### config.mk
export PLATFORM = sky130hd
export DESIGN_NAME = spi_slave
export DESIGN_NICKNAME = d
export VERILOG_FILES = /design/src/rtl/spi_slave.sv
export SDC_FILE = /design/constraint.sdc
export NUM_CORES = 1
export LEC_CHECK = 0
export CORE_ASPECT_RATIO = 0.7
export CORE_MARGIN = 10
export CORE_UTILIZATION = 54
export DETAILED_ROUTE_END_ITERATION = 10
export PLACE_DENSITY = 0.79
export SYNTH_ARGS = -nofsm -noshare
export SYNTH_HDL_FRONTEND = slang
export SYNTH_SLANG_ARGS = --single-unit
### constraint.sdc
create_clock -name clk -period 2.61 [get_ports clk]
set_input_delay 0.522 -clock clk [delete_from_list [all_inputs] [get_ports clk]]
set_output_delay 0.522 -clock clk [all_outputs]
set_load 0.1 [all_outputs]
### src/rtl/spi_slave.sv
// SPI slave with a single-entry receive buffer and a per-frame transmit word.
// The SPI pins are synchronised into clk; frames are LSB first.
module spi_slave #(
    parameter int CPOL       = 0,
    parameter int FRAME_BITS = 32
) (
    input  logic                  clk,
    input  logic                  reset_n,
    input  logic                  sclk,
    input  logic                  mosi,
    input  logic                  ss_n,
    output logic                  miso,
    output logic [FRAME_BITS-1:0] rx_data,
    output logic                  rx_valid,
    input  logic                  rx_ready,
    input  logic [FRAME_BITS-1:0] tx_data,
    input  logic                  tx_valid,
    output logic                  tx_ready,
    output logic                  busy,
    output logic                  overrun,
    output logic                  underrun,
    output logic                  frame_err
);

    localparam int   CW       = $clog2(FRAME_BITS + 1);
    localparam int   IW       = $clog2(FRAME_BITS);
    localparam logic IDLE_LVL = 1'(CPOL);

    typedef enum logic [1:0] {IDLE, ACTIVE, WAIT_DESEL} state_t;

    state_t                state_q, state_d;
    logic [CW-1:0]         bit_cnt_q, bit_cnt_d;
    logic [FRAME_BITS-1:0] rx_shift_q, rx_shift_d;
    logic [FRAME_BITS-1:0] tx_shift_q, tx_shift_d;
    logic [FRAME_BITS-1:0] rx_data_q, rx_data_d;
    logic                  rx_valid_q, rx_valid_d;
    logic                  miso_q, miso_d;
    logic                  tx_ready_q, tx_ready_d;
    logic                  underrun_q, underrun_d;
    logic                  overrun_q, overrun_d;
    logic                  frame_err_q, frame_err_d;
    logic                  word_done_q, word_done_d;

    logic sclk_meta_q, sclk_sync_q, sclk_prev_q;
    logic ss_meta_q, ss_sync_q, ss_prev_q;
    logic mosi_meta_q, mosi_sync_q;

    logic          sclk_changed, sample_edge, shift_edge, ss_fall;
    logic [IW-1:0] idx;

    assign sclk_changed = sclk_sync_q != sclk_prev_q;
    assign sample_edge  = sclk_changed && (sclk_sync_q != IDLE_LVL);
    assign shift_edge   = sclk_changed && (sclk_sync_q == IDLE_LVL);
    assign ss_fall      = ss_prev_q && !ss_sync_q;
    assign idx          = bit_cnt_q[IW-1:0];

    always_ff @(posedge clk or negedge reset_n) begin
        if (!reset_n) begin
            sclk_meta_q <= IDLE_LVL;
            sclk_sync_q <= IDLE_LVL;
            sclk_prev_q <= IDLE_LVL;
            ss_meta_q   <= 1'b1;
            ss_sync_q   <= 1'b1;
            ss_prev_q   <= 1'b1;
            mosi_meta_q <= 1'b0;
            mosi_sync_q <= 1'b0;
        end else begin
            sclk_meta_q <= sclk;
            sclk_sync_q <= sclk_meta_q;
            sclk_prev_q <= sclk_sync_q;
            ss_meta_q   <= ss_n;
            ss_sync_q   <= ss_meta_q;
            ss_prev_q   <= ss_sync_q;
            mosi_meta_q <= mosi;
            mosi_sync_q <= mosi_meta_q;
        end
    end

    always_ff @(posedge clk or negedge reset_n) begin
        if (!reset_n) begin
            state_q     <= IDLE;
            bit_cnt_q   <= '0;
            rx_shift_q  <= '0;
            tx_shift_q  <= '0;
            rx_data_q   <= '0;
            rx_valid_q  <= 1'b0;
            miso_q      <= 1'b0;
            tx_ready_q  <= 1'b0;
            underrun_q  <= 1'b0;
            overrun_q   <= 1'b0;
            frame_err_q <= 1'b0;
            word_done_q <= 1'b0;
        end else begin
            state_q     <= state_d;
            bit_cnt_q   <= bit_cnt_d;
            rx_shift_q  <= rx_shift_d;
            tx_shift_q  <= tx_shift_d;
            rx_data_q   <= rx_data_d;
            rx_valid_q  <= rx_valid_d;
            miso_q      <= miso_d;
            tx_ready_q  <= tx_ready_d;
            underrun_q  <= underrun_d;
            overrun_q   <= overrun_d;
            frame_err_q <= frame_err_d;
            word_done_q <= word_done_d;
        end
    end

    always_comb begin
        state_d     = state_q;
        bit_cnt_d   = bit_cnt_q;
        rx_shift_d  = rx_shift_q;
        tx_shift_d  = tx_shift_q;
        miso_d      = miso_q;
        tx_ready_d  = 1'b0;
        underrun_d  = 1'b0;
        frame_err_d = 1'b0;
        word_done_d = 1'b0;
        case (state_q)
            IDLE: begin
                miso_d = 1'b0;
                if (ss_fall) begin
                    state_d   = ACTIVE;
                    bit_cnt_d = '0;
                    if (tx_valid) begin
                        tx_shift_d = tx_data;
                        miso_d     = tx_data[0];
                        tx_ready_d = 1'b1;
                    end else begin
                        tx_shift_d = '0;
                        underrun_d = 1'b1;
                    end
                end
            end
            ACTIVE: begin
                if (ss_sync_q) begin
                    state_d     = IDLE;
                    bit_cnt_d   = '0;
                    miso_d      = 1'b0;
                    frame_err_d = 1'b1;
                end else if (sample_edge) begin
                    rx_shift_d[idx] = mosi_sync_q;
                    bit_cnt_d       = bit_cnt_q + CW'(1);
                    if (bit_cnt_q == CW'(FRAME_BITS - 1)) begin
                        state_d     = WAIT_DESEL;
                        word_done_d = 1'b1;
                    end
                end else if (shift_edge && bit_cnt_q != '0) begin
                    // bit_cnt already counts the sampled bits, so it points at the next bit out
                    miso_d = tx_shift_q[idx];
                end
            end
            WAIT_DESEL: begin
                if (ss_sync_q) begin
                    state_d   = IDLE;
                    bit_cnt_d = '0;
                    miso_d    = 1'b0;
                end
            end
            default: state_d = IDLE;
        endcase
    end

    // rx_shift_q holds the full word one cycle after the final sample
    always_comb begin
        rx_data_d  = rx_data_q;
        rx_valid_d = rx_valid_q;
        overrun_d  = 1'b0;
        if (word_done_q) begin
            if (!rx_valid_q || rx_ready) begin
                rx_data_d  = rx_shift_q;
                rx_valid_d = 1'b1;
            end else begin
                overrun_d = 1'b1;
            end
        end else if (rx_valid_q && rx_ready) begin
            rx_valid_d = 1'b0;
        end
    end

    assign miso      = miso_q;
    assign rx_data   = rx_data_q;
    assign rx_valid  = rx_valid_q;
    assign tx_ready  = tx_ready_q;
    assign underrun  = underrun_q;
    assign overrun   = overrun_q;
    assign frame_err = frame_err_q;
    assign busy      = state_q != IDLE;

endmodule

After elaboration in Yosys (flattened, before gate mapping)
Cells that the tools add are included.
Widths: inputs -> output; s select.
{"block": "totals", "word_cells": 98, "out_inout_bits": 39, "inputBits": 39, "ff_bits": 119}
{"block": "op_classes", "eq_ne": 11, "n_lt_le_gt_ge": 2, "bitwise": 2, "muxes": 41, "reduce_logical": 21, "n_addsub": 1}
{"operator": "$bwmux 32", "n": 1}
{"operator": "$mux 32", "n": 1}
{"operator": "$mux 1", "n": 25}
{"operator": "$mux 6", "n": 4}
{"operator": "$pmux 6 s3", "n": 1}
{"operator": "$ne 3x3->1 const B", "n": 4}
{"operator": "$reduce_and 4->1", "n": 3}
{"operator": "$mux 2", "n": 5}
{"operator": "$add 6x1->6 const B", "n": 1}
{"operator": "$eq 6x5->1 const B", "n": 1}
{"operator": "$logic_and 1x1->1", "n": 6}
{"operator": "$lt 5x6->1 const B", "n": 1}
{"operator": "$pmux 2 s3", "n": 1}
{"operator": "$reduce_and 2->1", "n": 3}
{"operator": "$reduce_bool 6->1", "n": 1}
{"operator": "$bmux 1 s5", "n": 1}
{"operator": "$demux 1 s5", "n": 1}
{"operator": "$ge 5x1->1 const B", "n": 1}
{"operator": "$ne 2x2->1 const B", "n": 2}
{"operator": "$reduce_bool 2->1", "n": 2}
{"operator": "$pmux 1 s3", "n": 1}
{"operator": "$reduce_and 3->1", "n": 1}
{"operator": "$reduce_bool 3->1", "n": 1}
{"operator": "$eq 2x1->1 const B", "n": 1}
{"operator": "7 further kinds", "n": 9}

Depth between registers and ports, before layout
{"block": "depth", "depth_word": 7, "mapped_depth": 8, "ltp_nobuf": 7}

Worst setup path before layout
No wires, ideal clock.
{"block": "synth_timing", "path_kind": "reg2reg", "startpoint": "reg rx_valid_q (netlist: rx_valid)", "endpoint": "reg rx_data_q[0] (netlist: rx_data[0])", "path_stages_with_launch": 5, "setup_ps": 126, "arrival_time_ps": 1814, "slack_ps": 671, "path_buffers": 1, "required_ps": 2484, "cell_sequence": "dfrtp_1 nand2b_1 nand2_1 buf_2 mux2_2"}
{"block": "synth_via", "elab_chain_cells": 3}
{"element": "start: declaration", "line_no": "36", "text": "logic rx_valid_q, rx_valid_d;"}
{"element": "start signal: assignment", "line_no": "99", "text": "rx_valid_q <= rx_valid_d;"}
{"element": "$logic_not 1->1", "line_no": "170", "text": "if (!rx_valid_q || rx_ready) begin"}
{"element": "$logic_or 1x1->1", "line_no": "170"}
{"element": "$reduce_and 2->1 (no source line)"}
{"element": "end signal: assignment", "line_no": "98", "text": "rx_data_q <= rx_data_d;"}
{"element": "end: declaration", "line_no": "35", "text": "logic [FRAME_BITS-1:0] rx_data_q, rx_data_d;"}
No other way between the ends.
A chain may end at the register's enable or synchronous reset.

Worst setup path after layout
{"block": "layout_timing", "startpoint": "reg state_q[1]", "endpoint": "reg rx_shift_q[24]"}
{"block": "layout_via", "elab_chain_cells": 2}
{"element": "start: declaration", "line_no": "31", "text": "state_t state_q, state_d;"}
{"element": "start signal: assignment", "line_no": "94", "text": "state_q <= state_d;"}
{"element": "$eq 2x1->1", "line_no": "119", "text": "case (state_q)"}
{"element": "$reduce_and 3->1 (no source line)"}
{"element": "end signal: assignment", "line_no": "96", "text": "rx_shift_q <= rx_shift_d;"}
{"element": "end: declaration", "line_no": "33", "text": "logic [FRAME_BITS-1:0] rx_shift_q, rx_shift_d;"}
No other way between the ends.

==> results.py <==
metrics = {
    "finish": {
        "antennaDiodeCount": 0,
        "fin_nets": 590,
        "fillers": 677,
        "drive_above_1_share_pct": 27.8,
        "final_cell_mix": "116 x dfrtp_1, 105 x nand2_1, 66 x mux2_2",
        "utilization_pct": 69.6,
        "area_growth_pct": 26.6,
        "layout_commonest_cell": "dfrtp_1",
    },
    "floorplanning": {
        "coreArea_sq_um": 9650,
        "fp.dieW_microns": 138,
        "start_util_pct": 55.0,
        "die_area_sq_um": 14200,
        "die_y_microns": 103,
        "io_pins": 78,
        "rows": 30,
    },
    "sta": {
        "setup_violations": 0,
        "rsz0062_at_grt": "false",
        "maxSlewHeadroom_pct": 43.2,
        "finalCritPeriodShare_pct": 80.6,
        "final.setup.tns_ns": 0,
        "min_period_ns": 2.10,
        "finClkSkew_ns": 0.00981,
        "clock.fmax_mhz": 476,
        "setup_slack_ns": 0.507,
        "drv_slew": 0,
        "tightest_slew_ns": 0.852,
        "hold_violations": 0,
    },
    "critical_path": {
        "r2r_end": "rx_shift_q[24]$_DFFE_PN0P_",
        "crit_path_max_fanout": 8,
        "r2r_start": "state_q[1]$_DFFE_PN0P_",
        "start_kind": "flop",
        "max_stage_delay_ns": 0.39,
        "crit_path_end_kind": "flop",
        "r2r_slack_ns": 0.51,
        "crit_arrival_ns": 2.39,
        "cp_slowest_cell": "dfrtp_1",
        "timing.setup.critical_path_class": "reg -> reg",
        "r2r_cells": 7,
        "cp_cell_sequence": "inv_1 -> ha_1 -> nand2b_4 -> nor2_1 -> and2_1 -> nand3_1 -> mux2_2",
        "cp_top_family": "simple AND/OR/NAND/NOR gates",
        "cp.required_ns": 2.90,
        "cp-startpoint": "state_q[1]$_DFFE_PN0P_",
        "worst-path-buf-inv": 1,
    },
    "route": {
        "antenna_left": 0,
        "drc": 0,
        "num_vias": 3707,
        "vias_per_cell": 5.44,
        "wire_per_inst_microns": 17.0,
        "firstDrtPassIters": 6,
        "initialDrtViolationCount": 298,
        "wl_microns": 11600,
    },
    "synthesis": {
        "async_reset_ff_share_pct": 100,
        "netlist-cell-type-count": 49,
        "ys_ff_latch": 119,
        "syn_area_sq_um": 5300,
        "synth_largest_area_cell": "dfrtp_1",
        "yosysSeqAreaShare_pct": 56.2,
        "synthesis.nets": 517,
        "synth_top_area_share_pct": 54.8,
        "yosys-top-cells-area": "dfrtp_1 55%, mux2_2 14%, nand2_1 7.4%",
        "synth_edf_count": 0,
        "avgSynthCellArea_sq_um": 11.3,
        "ys_warn_count": 0,
        "synth_cells": 469,
        "synthFlopType": "dfrtp_1",
    },
    "power": {
        "power_density_nw_per_um2": 894,
        "ir_worst_vdd_mv": 0.487,
        "leakagePower_nw": 3.23,
    },
    "placement": {
        "dpl.hpwl_microns": 8090,
        "placement.io_buffers": 77,
        "dp_slack_ns": 0.496,
        "place.gp.congestion": 0.796,
    },
    "global_route": {
        "grt_use_total_pct": 17.1,
        "grt_max_degree": 67,
        "grt_pass1_vias": 3839,
        "grt_pass1_wl_microns": 19600,
        "grt-ovfl-total": 0,
        "antenna_found_initial": 0,
    },
    "status": {
        "status": "finished, final reports clean",
    },
    "clock_tree": {
        "clkTransAtPathRegs_ns": 0.05,
        "h-tree-depth": 4,
        "post_cts_buffers": 0,
        "postCtsHoldBufs": 0,
        "root_buffer": "clkbuf_16",
        "ctsResizeCount": 0,
        "clock_latency_ns": 0.41,
        "cts_inserted_buffers": 17,
        "cts_tree": "built",
        "clock_sinks": 119,
        "clockBufferDepth": 2,
    },
    "hold_path": {
        "hold_path_class": "in -> async",
    },
    "job": {
        "cap_violations": 0,
    },
}
registers in the layout, indices dropped and copies added (netlist names), 2 cells and up:
signal,count
rx_shift_q,32
state_q,2
rx_data,32
tx_shift_q,32
bit_cnt_q,6
worst max-delay path by stage:
| stage | end | slack (ns) | cells after the start |
|---|---|---|---|
| 2_1_floorplan | rx_data[0]$_DFFE_PN0P_ | 0.67 | 4 |
| 3_3_place_gp | rx_data[22]$_DFFE_PN0P_ | 0.59 | 5 |
| 3_5_place_dp | rx_data[23]$_DFFE_PN0P_ | 0.50 | 5 |
| 4_1_cts | rx_shift_q[27]$_DFFE_PN0P_ | 0.54 | 7 |
| 5_1_grt | rx_shift_q[25]$_DFFE_PN0P_ | 0.37 | 7 |
| 6_report | rx_shift_q[24]$_DFFE_PN0P_ | 0.51 | 7 |
metrics by stage:
step	power, mW	hold WS (ns)	instances	area [sq um]
4_1_cts	6.04	0.0511	682	6710
5_1_grt	6.29	0.0594	682	6710
6_report	6.00	0.0453	682	6710
3_5_place_dp	3.44	0.336	651	6050
3_3_place_gp	3.39	0.339	651	6050
2_1_floorplan	3.10	0.226	469	5300
cell type report:
type                    count  area (sq um)  area share (%)
repair buffers             84           748            11.1
multi-input cells         311          2120            31.6
clock inverters             7           164            2.44
inverters                   9          33.8           0.503
flip-flops and latches    119          2980            44.4
clock buffers              24           502            7.47
well taps                 128           160            2.39
routing by layer:
layer,GRT usage (%),vias up,part of all wire (%)
met4,5.65,0,1.3
li1,-,1759,-
met1,21.8,1819,45
met5,0,-,0
met3,6.53,20,6.3
met2,26.5,109,47
synthesized netlist by cell type (5+ instances only):
cell	instances
dfrtp_1	116
nor2_1	8
buf_2	9
nand3_1	11
mux2i_1	14
nand2_1	105
mux2_2	66
clkbuf_1	13
ha_1	9
and2_1	5
inv_1	9
buf_4	5
nand2b_1	8
o21ai_0	41
where the power goes:
part | leakage [nW] | internal [mW] | total, mW | switching [mW]
logic | 1.31 | 0.444 | 1.09 | 0.647
registers | 1.60 | 2.13 | 2.33 | 0.193
clock network | 0.327 | 1.81 | 2.58 | 0.767
total | 3.23 | 4.39 | 6.00 | 1.61
cells by family (layout without fill, tap and decap cells):
family                     after synthesis  after routing  synth area share [%]
and+or+nand+nor                        159            159                  13.7
DFF                                    119            119                  56.2
muxes                                   81             81                  17.1
AOI/OAI and AO/OA                       62             62                  7.01
buffers and inverters                   39            124                  3.80
adders and majority gates                9              9                  2.12
worst reg2reg max path, cell delays in order, from the launching register on:
cell and delay, ns:
dfrtp_1 0.39, inv_1 0.12, ha_1 0.28, nand2b_4 0.12, nor2_1 0.24, and2_1 0.39, nand3_1 0.13, mux2_2 0.31
(Power assumes the default switching activity.)
